==> src/rtl/game_sequencer_pkg.sv <==
// Shared state encodings and default parameter values for the game sequencer.
package game_pkg;

    localparam int unsigned CLK_DIV_DEF    = 65000000;
    localparam int unsigned DEB_CYCLES_DEF = 650000;
    localparam int unsigned LIVES_DEF      = 3;
    localparam int unsigned HOLD_S_DEF     = 2;

    typedef enum logic [2:0] {
        ST_IDLE      = 3'd0,
        ST_RUN       = 3'd1,
        ST_PAUSED    = 3'd2,
        ST_LIFE_LOST = 3'd3,
        ST_OVER      = 3'd4,
        ST_WIN       = 3'd5
    } state_t;

endpackage

==> src/rtl/game_sequencer_btn_conditioner.sv <==
// Raw button -> 2-flop synchronizer -> debouncer -> one-cycle rising-edge pulse.
module btn_conditioner
    import game_pkg::*;
#(
    parameter int unsigned DEB_CYCLES = DEB_CYCLES_DEF
) (
    input  logic clk_65M,
    input  logic reset,
    input  logic btn,
    output logic pulse
);

    localparam int unsigned CW = $clog2(DEB_CYCLES + 1);
    localparam logic [CW-1:0] CNT_MAX = CW'(DEB_CYCLES - 1);

    logic [1:0]    sync;
    logic          level;
    logic          armed;
    logic [CW-1:0] cnt;

    // Until a stable low has been seen, a button held through reset cannot
    // debounce high, so it yields no pulse until released and pressed again.
    always_ff @(posedge clk_65M or posedge reset) begin
        if (reset) begin
            sync  <= '0;
            level <= 1'b0;
            armed <= 1'b0;
            cnt   <= '0;
            pulse <= 1'b0;
        end else begin
            sync  <= {sync[0], btn};
            pulse <= 1'b0;
            if (!armed) begin
                if (sync[1])
                    cnt <= '0;
                else if (cnt == CNT_MAX) begin
                    armed <= 1'b1;
                    cnt   <= '0;
                end else
                    cnt <= cnt + 1'b1;
            end else if (sync[1] != level) begin
                if (cnt == CNT_MAX) begin
                    level <= sync[1];
                    pulse <= sync[1];
                    cnt   <= '0;
                end else
                    cnt <= cnt + 1'b1;
            end else
                cnt <= '0;
        end
    end

endmodule

==> src/rtl/game_sequencer.sv <==
// Game control sequencer: 1 s prescaler, button conditioning and the game FSM.
module game_sequencer
    import game_pkg::*;
#(
    parameter int unsigned CLK_DIV    = CLK_DIV_DEF,
    parameter int unsigned DEB_CYCLES = DEB_CYCLES_DEF,
    parameter int unsigned LIVES      = LIVES_DEF,
    parameter int unsigned HOLD_S     = HOLD_S_DEF
) (
    input  logic       clk_65M,
    input  logic       reset,
    input  logic       btn_start,
    input  logic       btn_pause,
    input  logic       mode_ext,
    input  logic       collision,
    input  logic       goal,
    input  logic [9:0] time_left,
    output logic       tick_1s,
    output logic       game_start,
    output logic       game_on,
    output logic       pause,
    output logic       endf,
    output logic       timef,
    output logic       win,
    output logic [1:0] lives,
    output logic [2:0] state
);

    localparam int unsigned PW = $clog2(CLK_DIV + 1);
    localparam int unsigned HW = $clog2(HOLD_S + 1);
    localparam logic [PW-1:0] PRE_MAX  = PW'(CLK_DIV - 1);
    localparam logic [HW-1:0] HOLD_MAX = HW'(HOLD_S - 1);
    localparam logic [1:0]    LIVES_V  = 2'(LIVES);

    logic          start_p, pause_p;
    logic [PW-1:0] pre_cnt;
    logic [HW-1:0] hold_cnt;
    state_t        st, st_n;
    logic [1:0]    lives_n;
    logic          timef_n;

    btn_conditioner #(.DEB_CYCLES(DEB_CYCLES)) u_start (
        .clk_65M(clk_65M), .reset(reset), .btn(btn_start), .pulse(start_p)
    );
    btn_conditioner #(.DEB_CYCLES(DEB_CYCLES)) u_pause (
        .clk_65M(clk_65M), .reset(reset), .btn(btn_pause), .pulse(pause_p)
    );

    assign tick_1s = (pre_cnt == PRE_MAX);
    assign state   = st;

    always_ff @(posedge clk_65M or posedge reset) begin
        if (reset)        pre_cnt <= '0;
        else if (tick_1s) pre_cnt <= '0;
        else              pre_cnt <= pre_cnt + 1'b1;
    end

    // Held at zero outside LIFE_LOST, so every entry starts a fresh freeze.
    always_ff @(posedge clk_65M or posedge reset) begin
        if (reset)                   hold_cnt <= '0;
        else if (st != ST_LIFE_LOST) hold_cnt <= '0;
        else if (tick_1s)            hold_cnt <= hold_cnt + 1'b1;
    end

    always_comb begin
        st_n    = st;
        lives_n = lives;
        timef_n = timef;
        case (st)
            ST_IDLE: if (start_p) begin
                st_n    = ST_RUN;
                lives_n = LIVES_V;
                timef_n = mode_ext;
            end
            ST_RUN: begin
                if (time_left == '0)
                    st_n = ST_OVER;
                else if (goal)
                    st_n = ST_WIN;
                else if (collision) begin
                    if (lives <= 2'd1) begin
                        st_n    = ST_OVER;
                        lives_n = 2'd0;
                    end else begin
                        st_n    = ST_LIFE_LOST;
                        lives_n = lives - 2'd1;
                    end
                end else if (pause_p)
                    st_n = ST_PAUSED;
            end
            ST_PAUSED:    if (pause_p) st_n = ST_RUN;
            ST_LIFE_LOST: if (tick_1s && hold_cnt == HOLD_MAX) st_n = ST_RUN;
            ST_OVER, ST_WIN: if (start_p) begin
                st_n    = ST_IDLE;
                lives_n = 2'd0;
                timef_n = 1'b0;
            end
            default: begin
                st_n    = ST_IDLE;
                lives_n = 2'd0;
                timef_n = 1'b0;
            end
        endcase
    end

    // Status outputs are decoded from the next state so they line up with state.
    always_ff @(posedge clk_65M or posedge reset) begin
        if (reset) begin
            st         <= ST_IDLE;
            lives      <= 2'd0;
            timef      <= 1'b0;
            game_start <= 1'b0;
            game_on    <= 1'b0;
            pause      <= 1'b0;
            endf       <= 1'b0;
            win        <= 1'b0;
        end else begin
            st         <= st_n;
            lives      <= lives_n;
            timef      <= timef_n;
            game_start <= (st_n != ST_IDLE);
            game_on    <= (st_n == ST_RUN);
            pause      <= (st_n == ST_PAUSED) || (st_n == ST_LIFE_LOST);
            endf       <= (st_n == ST_OVER) || (st_n == ST_WIN);
            win        <= (st_n == ST_WIN);
        end
    end

endmodule

==> config.mk <==
export PLATFORM = sky130hd
export DESIGN_NAME = game_sequencer
export DESIGN_NICKNAME = d
export VERILOG_FILES = /design/src/rtl/game_sequencer_pkg.sv /design/src/rtl/game_sequencer_btn_conditioner.sv /design/src/rtl/game_sequencer.sv
export SDC_FILE = /design/constraint.sdc
export NUM_CORES = 1
export LEC_CHECK = 0
export CORE_MARGIN = 2
export CORE_UTILIZATION = 53
export DETAILED_ROUTE_END_ITERATION = 8
export GPL_ROUTABILITY_DRIVEN = 0
export PLACE_DENSITY_LB_ADDON = 0.08
export SLEW_MARGIN = 20
export SYNTH_ARGS = -nofsm -noshare
export SYNTH_HDL_FRONTEND = slang
export SYNTH_SLANG_ARGS = --single-unit
export TNS_END_PERCENT = 20
==> constraint.sdc <==
create_clock -name clk_65M -period 3.2 [get_ports clk_65M]
set_clock_uncertainty 0.15 [all_clocks]
set_input_delay 0.64 -clock clk_65M [delete_from_list [all_inputs] [get_ports clk_65M]]
set_output_delay 0.64 -clock clk_65M [all_outputs]
set_load 0.02 [all_outputs]
==> metrics <==
CP Depth 5; Hold Violations, Final 0; Hold Worst Slack 205 ps; post-CTS sizing 0; postcts setup bufs 0; Crit path required time 2410 ps; Root Driver clkbuf_8; Worst path top cell family by delay buffers and inverters; GRT Util Overall 18.6%; DRT Pass-1 Iters 4; Netlist cell types 49; CP bufs+invs 1; Worst setup EP type output port; Async SR Flop Fraction 100%; Reg-to-Reg Start u_start.cnt[0]$_DFF_PP0_; CP max stage delay 600 ps; most common flop cell mapped by yosys dfrtp_1; crit start category flop; # IOs 29; r2r endpoint u_start.level$_DFFE_PP0P_; synthesized area per cell 10.2 µm²; number of hold buffers added after cts 0; FP Rows 32; Post-synth EDFFs 0; CTS tree yes; total gr overflow 0; Leakage Power 2.06 nW; Initial DRC Count 91; Routed Antenna Nets 0; Post-DP HPWL 5100 µm; drt wl/cell 13.4 µm; Skew-Pair Late Insertion Delay 350 ps; Seq/Total Area, Yosys 53.7%; largest net degree at the start of global routing 39; Most Crowded Layer GR met2; met1 usage 24.6%; Reg clk slew, reported paths 90 ps; Starting Density 54.3%; most frequent cells in the layout dfrtp_1, nor2_1, xor2_1, nand2_1, clkdlybuf4s50_1; final worst path period need 2940 ps; layout cells sized above 1 7.85%; Buffers on Ports 28; diode count 0; Worst Hold Class flop to flop; Routed Wire Length 7360 µm; vias in the first global route 2880; # nets final 463; max-slew violation count 0; WHS Path Cells 0; CP Data Arrival Time 2150 ps; non-filler cells, final 548; total CTS buffers 9; global-route wire length before repair 12800 µm; crit share post-route 91.7%; M2 GR Usage 30.8%; clk buf depth 2; Slew headroom 53.5%; number of max-cap violations 0; most common cell after layout, fill and taps aside dfrtp_1; FF+latch count, synth 89; Max H-tree Level 3; Sink Count 89; Post-Syn Instances 405; Chip Width 92.5 µm; peak supply drop 0.230 mV; via count 2911; syn nets 426; Syn-to-layout area delta 14.1%; Yosys warnings 0; Max Fclk 341 MHz; status finished, final reports clean; hold_sp u_pause.sync[0]$_DFF_PP0_; Setup-failing EPs final 0; unrepaired setup endpoints after global routing false; setup slack, reg-to-reg 970 ps; critical path class flop to output port; # DRC 0; Core ar. 7650 µm²; critical path, cell by cell ha_1 > nand3_1 > nor2_1 > and3_1 > clkdlybuf4s50_1; GRT met3 Usage 4.88%; die height 92.5 µm; CP Max Fanout 5; Worst Max-Slew Pin Slew 692 ps; initial antenna violation count 0; full die area 8550 µm²; Fin Setup TNS 0 ps; placed insts 533; total power per unit cell area 463 nW/µm²; Synth Cell Area 4150 µm²; vias per cell 5.31; R2R cell count 6; hold path endpoint u_pause.sync[1]$_DFF_PP0_; Critical-path top delay cell clkdlybuf4s50_1
area by class of cell:
type / instances / area (µm²)
repair buffers: 33 / 318
multi-input cells: 300 / 1840
inverters: 9 / 35.0
clock inverters: 5 / 57.6
fillers: 621 / 2910
well taps: 102 / 128
flip-flops and latches: 89 / 2230
clock buffers: 10 / 128
where the power goes:
group	total (W)	internal (W)	switching, W
clock	0.000741	0.000357	0.000383
sequential	0.00121	0.00116	0.0000453
combinational	0.000241	0.000110	0.000131
total	0.00219	0.00163	0.000560
synthesized netlist by cell type, types with 2 or more instances:
library cell	n	area [µm²]
inv_1	9	33.8
nor2_1	76	285
nand4_1	22	138
buf_4	3	22.5
nor4b_1	2	17.5
nor4_1	6	37.5
buf_2	2	10.0
nand2_1	32	120
a31oi_1	3	18.8
ha_1	4	50.1
nand3b_1	2	15.0
nor3_2	3	30.0
and4_1	6	52.6
dfrtp_1	89	2230
o21ai_0	12	60.1
nand2b_1	2	12.5
or2_2	2	12.5
nand3_1	17	85.1
and3_1	12	75.1
nor3_1	4	20.0
and2_1	2	12.5
xnor2_1	26	228
nor2_2	2	12.5
a21oi_1	3	15.0
nor2b_1	5	31.3
or3_1	2	12.5
xor2_1	35	307
routing by layer:
layer | share of wire (%) | vias to the layer above
met5 | 0 | -
met4 | 0.92 | 0
met1 | 51 | 1412
met3 | 2.8 | 7
li1 | - | 1461
met2 | 46 | 31
stage by stage:
step                      setup slack, ps  power, W  util, %  cell area, µm²
final                                 264   0.00219     61.9            4730
after CTS                             241   0.00222     61.9            4730
after global routing                 74.7   0.00230     61.9            4730
after global placement                661   0.00147     59.5            4550
after floorplan                       103   0.00137        -            4150
after detailed placement              625   0.00148     59.5            4550
state kept, by name (all words and copies together), names as in the netlist, 2 cells and up:
| signal | count |
|---|---|
| u_pause.cnt | 20 |
| u_start.cnt | 20 |
| u_start.sync | 2 |
| hold_cnt | 2 |
| state | 3 |
| u_pause.sync | 2 |
| lives | 2 |
| pre_cnt | 26 |
logic make-up (layout without fill, tap and decap cells):
group / count (synthesis) / in the layout / synth area share [%]
adders and majority gates: 4 / 4 / 1.21
and+or+nand+nor: 207 / 207 / 25.7
muxes: 2 / 2 / 0.543
DFF: 89 / 89 / 53.7
buffers and inverters: 16 / 57 / 1.96
AOI/OAI and AO/OA: 26 / 26 / 4.01
xor gates and xnor gates: 61 / 61 / 12.9
how the worst max path moves through the flow:
stage / to / slack (ps) / startpoint
floorplan: endf$_DFF_PP0_ / 100 / reset
global placement: game_start$_DFF_PP0_ / 660 / time_left[7]
detailed placement: game_start$_DFF_PP0_ / 630 / time_left[1]
CTS: tick_1s / 240 / pre_cnt[0]$_DFF_PP0_
global route: tick_1s / 70 / pre_cnt[0]$_DFF_PP0_
finish: tick_1s / 260 / pre_cnt[0]$_DFF_PP0_
worst register-to-register path, cell delays in order (launching register included):
cell and delay [ps]:
dfrtp_1 400, ha_1 220, nand3_1 190, nor4b_1 360, nand4_1 280, nor2_1 180
mux2_2 340
Note: power is estimated with default switching activity, not from simulation.
